--- src/rtl/cpu_bmu_stage_pkg.sv ---
// Shared definitions for the bit-manipulation unit and its execute stage.
// Holds the BMU control codes plus the opcode / funct / imm12 constants
// used to decode the supported Zbb subset.
package cpu_bmu_stage_pkg;

  typedef enum logic [2:0] {
    BMU_CLZ  = 3'd0,
    BMU_CTZ  = 3'd1,
    BMU_CPOP = 3'd2,
    BMU_ANDN = 3'd3,
    BMU_ORN  = 3'd4,
    BMU_ROL  = 3'd5,
    BMU_ROR  = 3'd6
  } bmu_op_e;

  localparam logic [6:0]  OPC_OP       = 7'b0110011;
  localparam logic [6:0]  OPC_OP_IMM   = 7'b0010011;

  localparam logic [6:0]  F7_ZBB_LOGN  = 7'b0100000;  // andn / orn
  localparam logic [6:0]  F7_ZBB_ROT   = 7'b0110000;  // rol / ror / rori (RV32)
  localparam logic [5:0]  F6_ZBB_ROTI  = 6'b011000;   // rori (RV64, 6-bit shamt)

  localparam logic [2:0]  F3_ANDN      = 3'b111;
  localparam logic [2:0]  F3_ORN       = 3'b110;
  localparam logic [2:0]  F3_ROL       = 3'b001;
  localparam logic [2:0]  F3_ROR       = 3'b101;
  localparam logic [2:0]  F3_UNARY     = 3'b001;
  localparam logic [2:0]  F3_RORI      = 3'b101;

  localparam logic [11:0] IMM12_CLZ    = 12'h600;
  localparam logic [11:0] IMM12_CTZ    = 12'h601;
  localparam logic [11:0] IMM12_CPOP   = 12'h602;

endpackage

--- src/rtl/cpu_bmu.sv ---
// Combinational bit-manipulation unit.
//   op        : BMU control code (bmu_op_e)
//   operand_a : rs1 value
//   operand_b : rs2 value or immediate; rotates use its low log2(XLEN) bits
//   result    : operation result
module cpu_bmu
  import cpu_bmu_stage_pkg::*;
#(
  parameter int XLEN = 32
) (
  input  logic [2:0]      op,
  input  logic [XLEN-1:0] operand_a,
  input  logic [XLEN-1:0] operand_b,
  output logic [XLEN-1:0] result
);

  localparam int SHW = $clog2(XLEN);

  logic [SHW-1:0]    sh;
  logic [SHW:0]      lz, tz, pc;
  logic [2*XLEN-1:0] rol_w, ror_w;

  assign sh = operand_b[SHW-1:0];

  // Rotating a doubled word: the high half of a left shift and the low half
  // of a right shift are exactly the rotated values.
  assign rol_w = {operand_a, operand_a} << sh;
  assign ror_w = {operand_a, operand_a} >> sh;

  always_comb begin
    lz = (SHW+1)'(XLEN);
    tz = (SHW+1)'(XLEN);
    pc = '0;
    // Ascending scan: the highest set bit is the last to write lz.
    for (int i = 0; i < XLEN; i++)
      if (operand_a[i]) lz = (SHW+1)'(XLEN - 1 - i);
    // Descending scan: the lowest set bit is the last to write tz.
    for (int i = XLEN - 1; i >= 0; i--)
      if (operand_a[i]) tz = (SHW+1)'(i);
    for (int i = 0; i < XLEN; i++)
      pc = pc + {{SHW{1'b0}}, operand_a[i]};
  end

  always_comb begin
    result = '0;
    case (bmu_op_e'(op))
      BMU_CLZ:  result = {{(XLEN-SHW-1){1'b0}}, lz};
      BMU_CTZ:  result = {{(XLEN-SHW-1){1'b0}}, tz};
      BMU_CPOP: result = {{(XLEN-SHW-1){1'b0}}, pc};
      BMU_ANDN: result = operand_a & ~operand_b;
      BMU_ORN:  result = operand_a | ~operand_b;
      BMU_ROL:  result = rol_w[2*XLEN-1:XLEN];
      BMU_ROR:  result = ror_w[XLEN-1:0];
      default:  result = '0;
    endcase
  end

endmodule

--- src/rtl/cpu_bmu_stage.sv ---
// Execute-stage wrapper around cpu_bmu: decodes the Zbb subset, registers
// the decoded operation (S1), evaluates cpu_bmu on S1 and registers the
// result (S2). Two-deep, one instruction per cycle at full throughput.
//   clk, reset        : clock, synchronous active-high reset
//   flush             : kill all in-flight entries (and any same-cycle accept)
//   in_valid/in_ready : upstream handshake; in_instr, in_rs1_data, in_rs2_data
//   out_valid/out_ready : writeback handshake; out_result, out_rd, out_illegal
module cpu_bmu_stage
  import cpu_bmu_stage_pkg::*;
#(
  parameter int XLEN = 32
) (
  input  logic            clk,
  input  logic            reset,
  input  logic            flush,
  input  logic            in_valid,
  output logic            in_ready,
  input  logic [31:0]     in_instr,
  input  logic [XLEN-1:0] in_rs1_data,
  input  logic [XLEN-1:0] in_rs2_data,
  output logic            out_valid,
  input  logic            out_ready,
  output logic [XLEN-1:0] out_result,
  output logic [4:0]      out_rd,
  output logic            out_illegal
);

  typedef struct packed {
    bmu_op_e         op;
    logic [XLEN-1:0] opb;
    logic            ill;
  } dec_t;

  function automatic dec_t decode(input logic [31:0] instr, input logic [XLEN-1:0] rs2);
    dec_t d;
    d.op  = BMU_CLZ;
    d.opb = '0;
    d.ill = 1'b1;
    if (instr[6:0] == OPC_OP) begin
      d.opb = rs2;
      if (instr[31:25] == F7_ZBB_LOGN && instr[14:12] == F3_ANDN) begin d.op = BMU_ANDN; d.ill = 1'b0; end
      if (instr[31:25] == F7_ZBB_LOGN && instr[14:12] == F3_ORN)  begin d.op = BMU_ORN;  d.ill = 1'b0; end
      if (instr[31:25] == F7_ZBB_ROT  && instr[14:12] == F3_ROL)  begin d.op = BMU_ROL;  d.ill = 1'b0; end
      if (instr[31:25] == F7_ZBB_ROT  && instr[14:12] == F3_ROR)  begin d.op = BMU_ROR;  d.ill = 1'b0; end
    end else if (instr[6:0] == OPC_OP_IMM) begin
      if (instr[14:12] == F3_UNARY) begin
        if (instr[31:20] == IMM12_CLZ)  begin d.op = BMU_CLZ;  d.ill = 1'b0; end
        if (instr[31:20] == IMM12_CTZ)  begin d.op = BMU_CTZ;  d.ill = 1'b0; end
        if (instr[31:20] == IMM12_CPOP) begin d.op = BMU_CPOP; d.ill = 1'b0; end
      end else if (instr[14:12] == F3_RORI) begin
        // RORI goes to the BMU as ROR with the shamt field as operand_b.
        if (XLEN == 64) begin
          if (instr[31:26] == F6_ZBB_ROTI) begin
            d.op = BMU_ROR; d.opb = XLEN'(instr[25:20]); d.ill = 1'b0;
          end
        end else if (instr[31:25] == F7_ZBB_ROT) begin
          d.op = BMU_ROR; d.opb = XLEN'(instr[24:20]); d.ill = 1'b0;
        end
      end
    end
    return d;
  endfunction

  dec_t            in_dec;
  logic            accept, s1_adv, s2_free;
  logic            s1_valid, s2_valid;
  dec_t            s1_dec;
  logic [XLEN-1:0] s1_opa;
  logic [4:0]      s1_rd;
  logic [XLEN-1:0] bmu_result;
  logic [XLEN-1:0] s2_result;
  logic [4:0]      s2_rd;
  logic            s2_ill;

  assign in_dec   = decode(in_instr, in_rs2_data);
  assign s2_free  = !s2_valid || out_ready;
  assign s1_adv   = s1_valid && s2_free;
  assign in_ready = !s1_valid || s2_free;
  assign accept   = in_valid && in_ready;

  cpu_bmu #(.XLEN(XLEN)) u_bmu (
    .op        (s1_dec.op),
    .operand_a (s1_opa),
    .operand_b (s1_dec.opb),
    .result    (bmu_result)
  );

  always_ff @(posedge clk) begin
    if (reset) begin
      s1_valid  <= 1'b0;
      s1_dec    <= '0;
      s1_opa    <= '0;
      s1_rd     <= '0;
      s2_valid  <= 1'b0;
      s2_result <= '0;
      s2_rd     <= '0;
      s2_ill    <= 1'b0;
    end else if (flush) begin
      s1_valid <= 1'b0;
      s2_valid <= 1'b0;
    end else begin
      if (accept) begin
        s1_valid <= 1'b1;
        s1_dec   <= in_dec;
        s1_opa   <= in_rs1_data;
        s1_rd    <= in_instr[11:7];
      end else if (s1_adv) begin
        s1_valid <= 1'b0;
      end
      // S2 data only loads on advance, so it holds while stalled.
      if (s1_adv) begin
        s2_valid  <= 1'b1;
        s2_result <= s1_dec.ill ? '0 : bmu_result;
        s2_rd     <= s1_rd;
        s2_ill    <= s1_dec.ill;
      end else if (out_ready) begin
        s2_valid <= 1'b0;
      end
    end
  end

  assign out_valid   = s2_valid;
  assign out_result  = s2_result;
  assign out_rd      = s2_rd;
  assign out_illegal = s2_ill;

endmodule

--- config.mk ---
export PLATFORM = sky130hd
export DESIGN_NAME = cpu_bmu_stage
export DESIGN_NICKNAME = d
export VERILOG_FILES = /design/src/rtl/cpu_bmu_stage_pkg.sv /design/src/rtl/cpu_bmu.sv /design/src/rtl/cpu_bmu_stage.sv
export SDC_FILE = /design/constraint.sdc
export NUM_CORES = 1
export LEC_CHECK = 0
export ABC_AREA = 0
export CAP_MARGIN = 10
export CELL_PAD_IN_SITES_DETAIL_PLACEMENT = 1
export CELL_PAD_IN_SITES_GLOBAL_PLACEMENT = 2
export CORE_MARGIN = 3
export CORE_UTILIZATION = 31
export CTS_CLUSTER_SIZE = 16
export DETAILED_ROUTE_END_ITERATION = 8
export PLACE_DENSITY_LB_ADDON = 0.1
export SYNTH_ARGS = -nofsm -noshare
export SYNTH_HDL_FRONTEND = slang
export SYNTH_SLANG_ARGS = --single-unit
--- constraint.sdc ---
create_clock -name clk -period 5.6 [get_ports clk]
set_input_delay 0.56 -clock clk [delete_from_list [all_inputs] [get_ports clk]]
set_output_delay 0.56 -clock clk [all_outputs]
set_load 0.01 [all_outputs]
==> impl_metrics.tcl, run 1 <==
set metrics [dict create \
    syn_area_per_cell_um2 7.85 \
    outcome "complete, no violations" \
    clkTransAtPathRegs_ps 70 \
    start_util_pct 31.7 \
    clockBufferDepth 2 \
    clockRootBuffer "clkbuf_16" \
    place.gp.congestion 0.948 \
    relSlewSlack_pct 16.5 \
    drt_iter0_drc 1445 \
    cts_buffers 17 \
    die-area_mm2 0.0412 \
    grt_pass1_wl_um 94100 \
    fin_skew_ps 21.5 \
    vias 13489 \
    drtAntennaViolNets 0 \
    highest_layer "met4" \
    total_power_mw 2.81 \
    rrSetupSlack_ps 160 \
    pin_count 141 \
    ys_types 84 \
    num_rows 71 \
    syn_area_mm2 0.0120 \
    final_common_cell "nand2_1" \
    synth_top_family_by_area "compound AO/OA/AOI/OAI gates" \
    wl_met3_um 4840 \
    cts_hold_buf 0 \
    htree_levels 4 \
    yosys-top-cells-area "dfxtp_1 19%, mux2i_1 8.4%, mux4_2 7.9%, a21oi_1 5.6%, a22oi_1 5.5%" \
    fillers 4543 \
    grt_max_degree 76 \
    num-nets-final 1698 \
    final_cell_mix "166 x nand2_1, 135 x a21oi_1, 134 x clkdlybuf4s50_1, 120 x nor2_1, 109 x dfxtp_1" \
    clock-sinks 113 \
    crit_required_ps 5890 \
    hold_slack_ps 452 \
    ys_warn_count 0 \
    synth_adder_area_share_pct 5.03 \
    yosys.area_share.simple_pct 17.8 \
    critPathArrivalTime_ps 5730 \
    multiInputGateArea_mm2 0.00877 \
    antenna_cells 0 \
    rsz0062_at_grt "true" \
    wl_met1_um 26000 \
    die_h_um 203 \
    io_buffers 135 \
    synth_top_area_share_pct 18.8 \
    grt_pass1_vias 13752 \
    netlist_instances 1532 \
    criticalPathCategory "register to register" \
    max_freq_mhz 184 \
    synth-edff-count 0 \
    ys_seq_area_share_pct 18.8 \
    dieWidth_um 203 \
    ys_ff_latch 113 \
    synth_area_leader_cell "dfxtp_1" \
    muxShareOfSynthArea_pct 21.2 \
    synthXorXnorAreaFrac_pct 0.218 \
    wl_met2_um 28800 \
    final-hold-violation-count 0 \
    wl_per_cell_um 30.6 \
    first_pass_iters 5 \
    coreArea_mm2 0.0379 \
    layout-drive-gt1-share_pct 12.4 \
    cts_tree "done" \
    grt_overflow_total 0 \
    setup-tns-final_ps 0 \
    area_growth_pct 19.0 \
    seq_area_mm2 0.00227 \
    powerDensity_mw_per_mm2 196 \
    slew_violations 0 \
    fin_crit_sh_pct 97.2 \
    syn_nets 1667 \
    max_slew.worst_pin.slew_ps 1250 \
    vias_per_cell 6.46 \
    synth_compound_area_share_pct 28.4 \
    cap_violations 0 \
    hold_class "register to register" \
    grtUsageTotal_pct 30.6 \
    drc 0 \
    grt_antenna_before_repair 1 \
    p_leak_nw 4.56 \
    cp-start-kind "register" \
    synthArstFlopShare_pct 0 \
    end_kind "register" \
    hpwl_um 44300 \
    wirelength_um 63900 \
    peakVddDrop_uv 193 \
    period_needed_ps 5440 \
    final_core_util_pct 37.7 \
    cp_max_fo 2 \
    setup_viol 0 \
    synth-main-ff-cell "dfxtp_1" \
    clk-insertion-delay-late_ps 460 \
]
-- cell families (layout without fill, tap and decap cells) --
family                     after synthesis  count (layout)
muxes                                  184             184
DFF                                    113             113
AOI/OAI and AO/OA                      504             504
adders and majority gates               34              34
buffers and inverters                  238             282
xor gates and xnor gates                 3               3
and+or+nand+nor                        456             456
-- sequential cells by signal, indices dropped and copies added, names as in the netlist --
signal,cells
out_illegal,1
out_rd,5
out_result,32
out_valid,1
s1_dec,36
s1_opa,32
s1_rd,5
s1_valid,1
-- cell type report --
type,count,share of cell area [%]
inverter,57,1.49
timing repair buffer,193,12.5
clock inverter,11,1.30
tap,511,4.47
sequential,113,15.9
multi-input combinational,1181,61.3
clock buffer,21,3.08
-- power breakdown --
part           switching [mW]  internal [mW]
registers              0.0197          0.819
clock network           0.444          0.786
logic                   0.439          0.301
total                   0.902           1.91
-- cell usage after synthesis (31+ instances only) --
master,n
nand2_1,166
clkbuf_1,125
buf_2,32
nand3_1,31
mux2_2,32
a22oi_1,88
dfxtp_1,113
a21oi_1,135
mux4_2,42
o22ai_1,49
mux2i_1,101
o21ai_0,56
nor2_1,120
inv_1,55
-- critical path, stage by stage (launching register included) --
cell and delay, ps:
dfxtp_1 350, inv_1 60, ha_1 280, inv_1 50
fa_1 510, fa_1 440, fa_1 520, fa_1 430
fa_1 510, fa_1 430, fa_2 390, fa_2 570
o22ai_1 100, a32oi_1 160, nand3_1 110, nor4_2 270
a221oi_1 110
-- per-stage QoR --
stage               cell area (µm²)  instances  setup slack, ps
finish                        14300       2087              156
global route                  14300       2087            -8.36
global placement              13700       2055              228
CTS                           14300       2087              149
detailed placement            13700       2055              176
floorplan                     12000       1532             51.0
-- repair_timing --
item	CTS	global route
setup endpoints to repair	0	3
resized for setup	0	3
setup buffers	0	0
endpoints found under the hold margin	0	0
-- path summary, 6_finish.rpt --
| check | start | to | cells past startpoint |
|---|---|---|---|
| worst max-delay path | s1_opa[0] | out_result[1] | 16 |
| worst min-delay path | s1_rd[3] | s1_rd[3] | 2 |
| worst max register to register | s1_opa[0] | out_result[1] | 16 |
| worst min register to register | s1_rd[3] | s1_rd[3] | 2 |
-- routing by layer --
layer	up-vias	global-route usage, %
met3	200	6.01
li1	5830	-
met2	678	47.9
met1	6781	38.7
met5	-	0
met4	0	18.8
(Power assumes the default switching activity.)
==> inputs of run 2 (changes only) <==
Settings changed: CAP_MARGIN 10 to default, SKIP_CTS_REPAIR_TIMING from default to 1.
==> results of run 2 <==
Same layout as run 1: the final DEF is identical, and so are final timing and power.
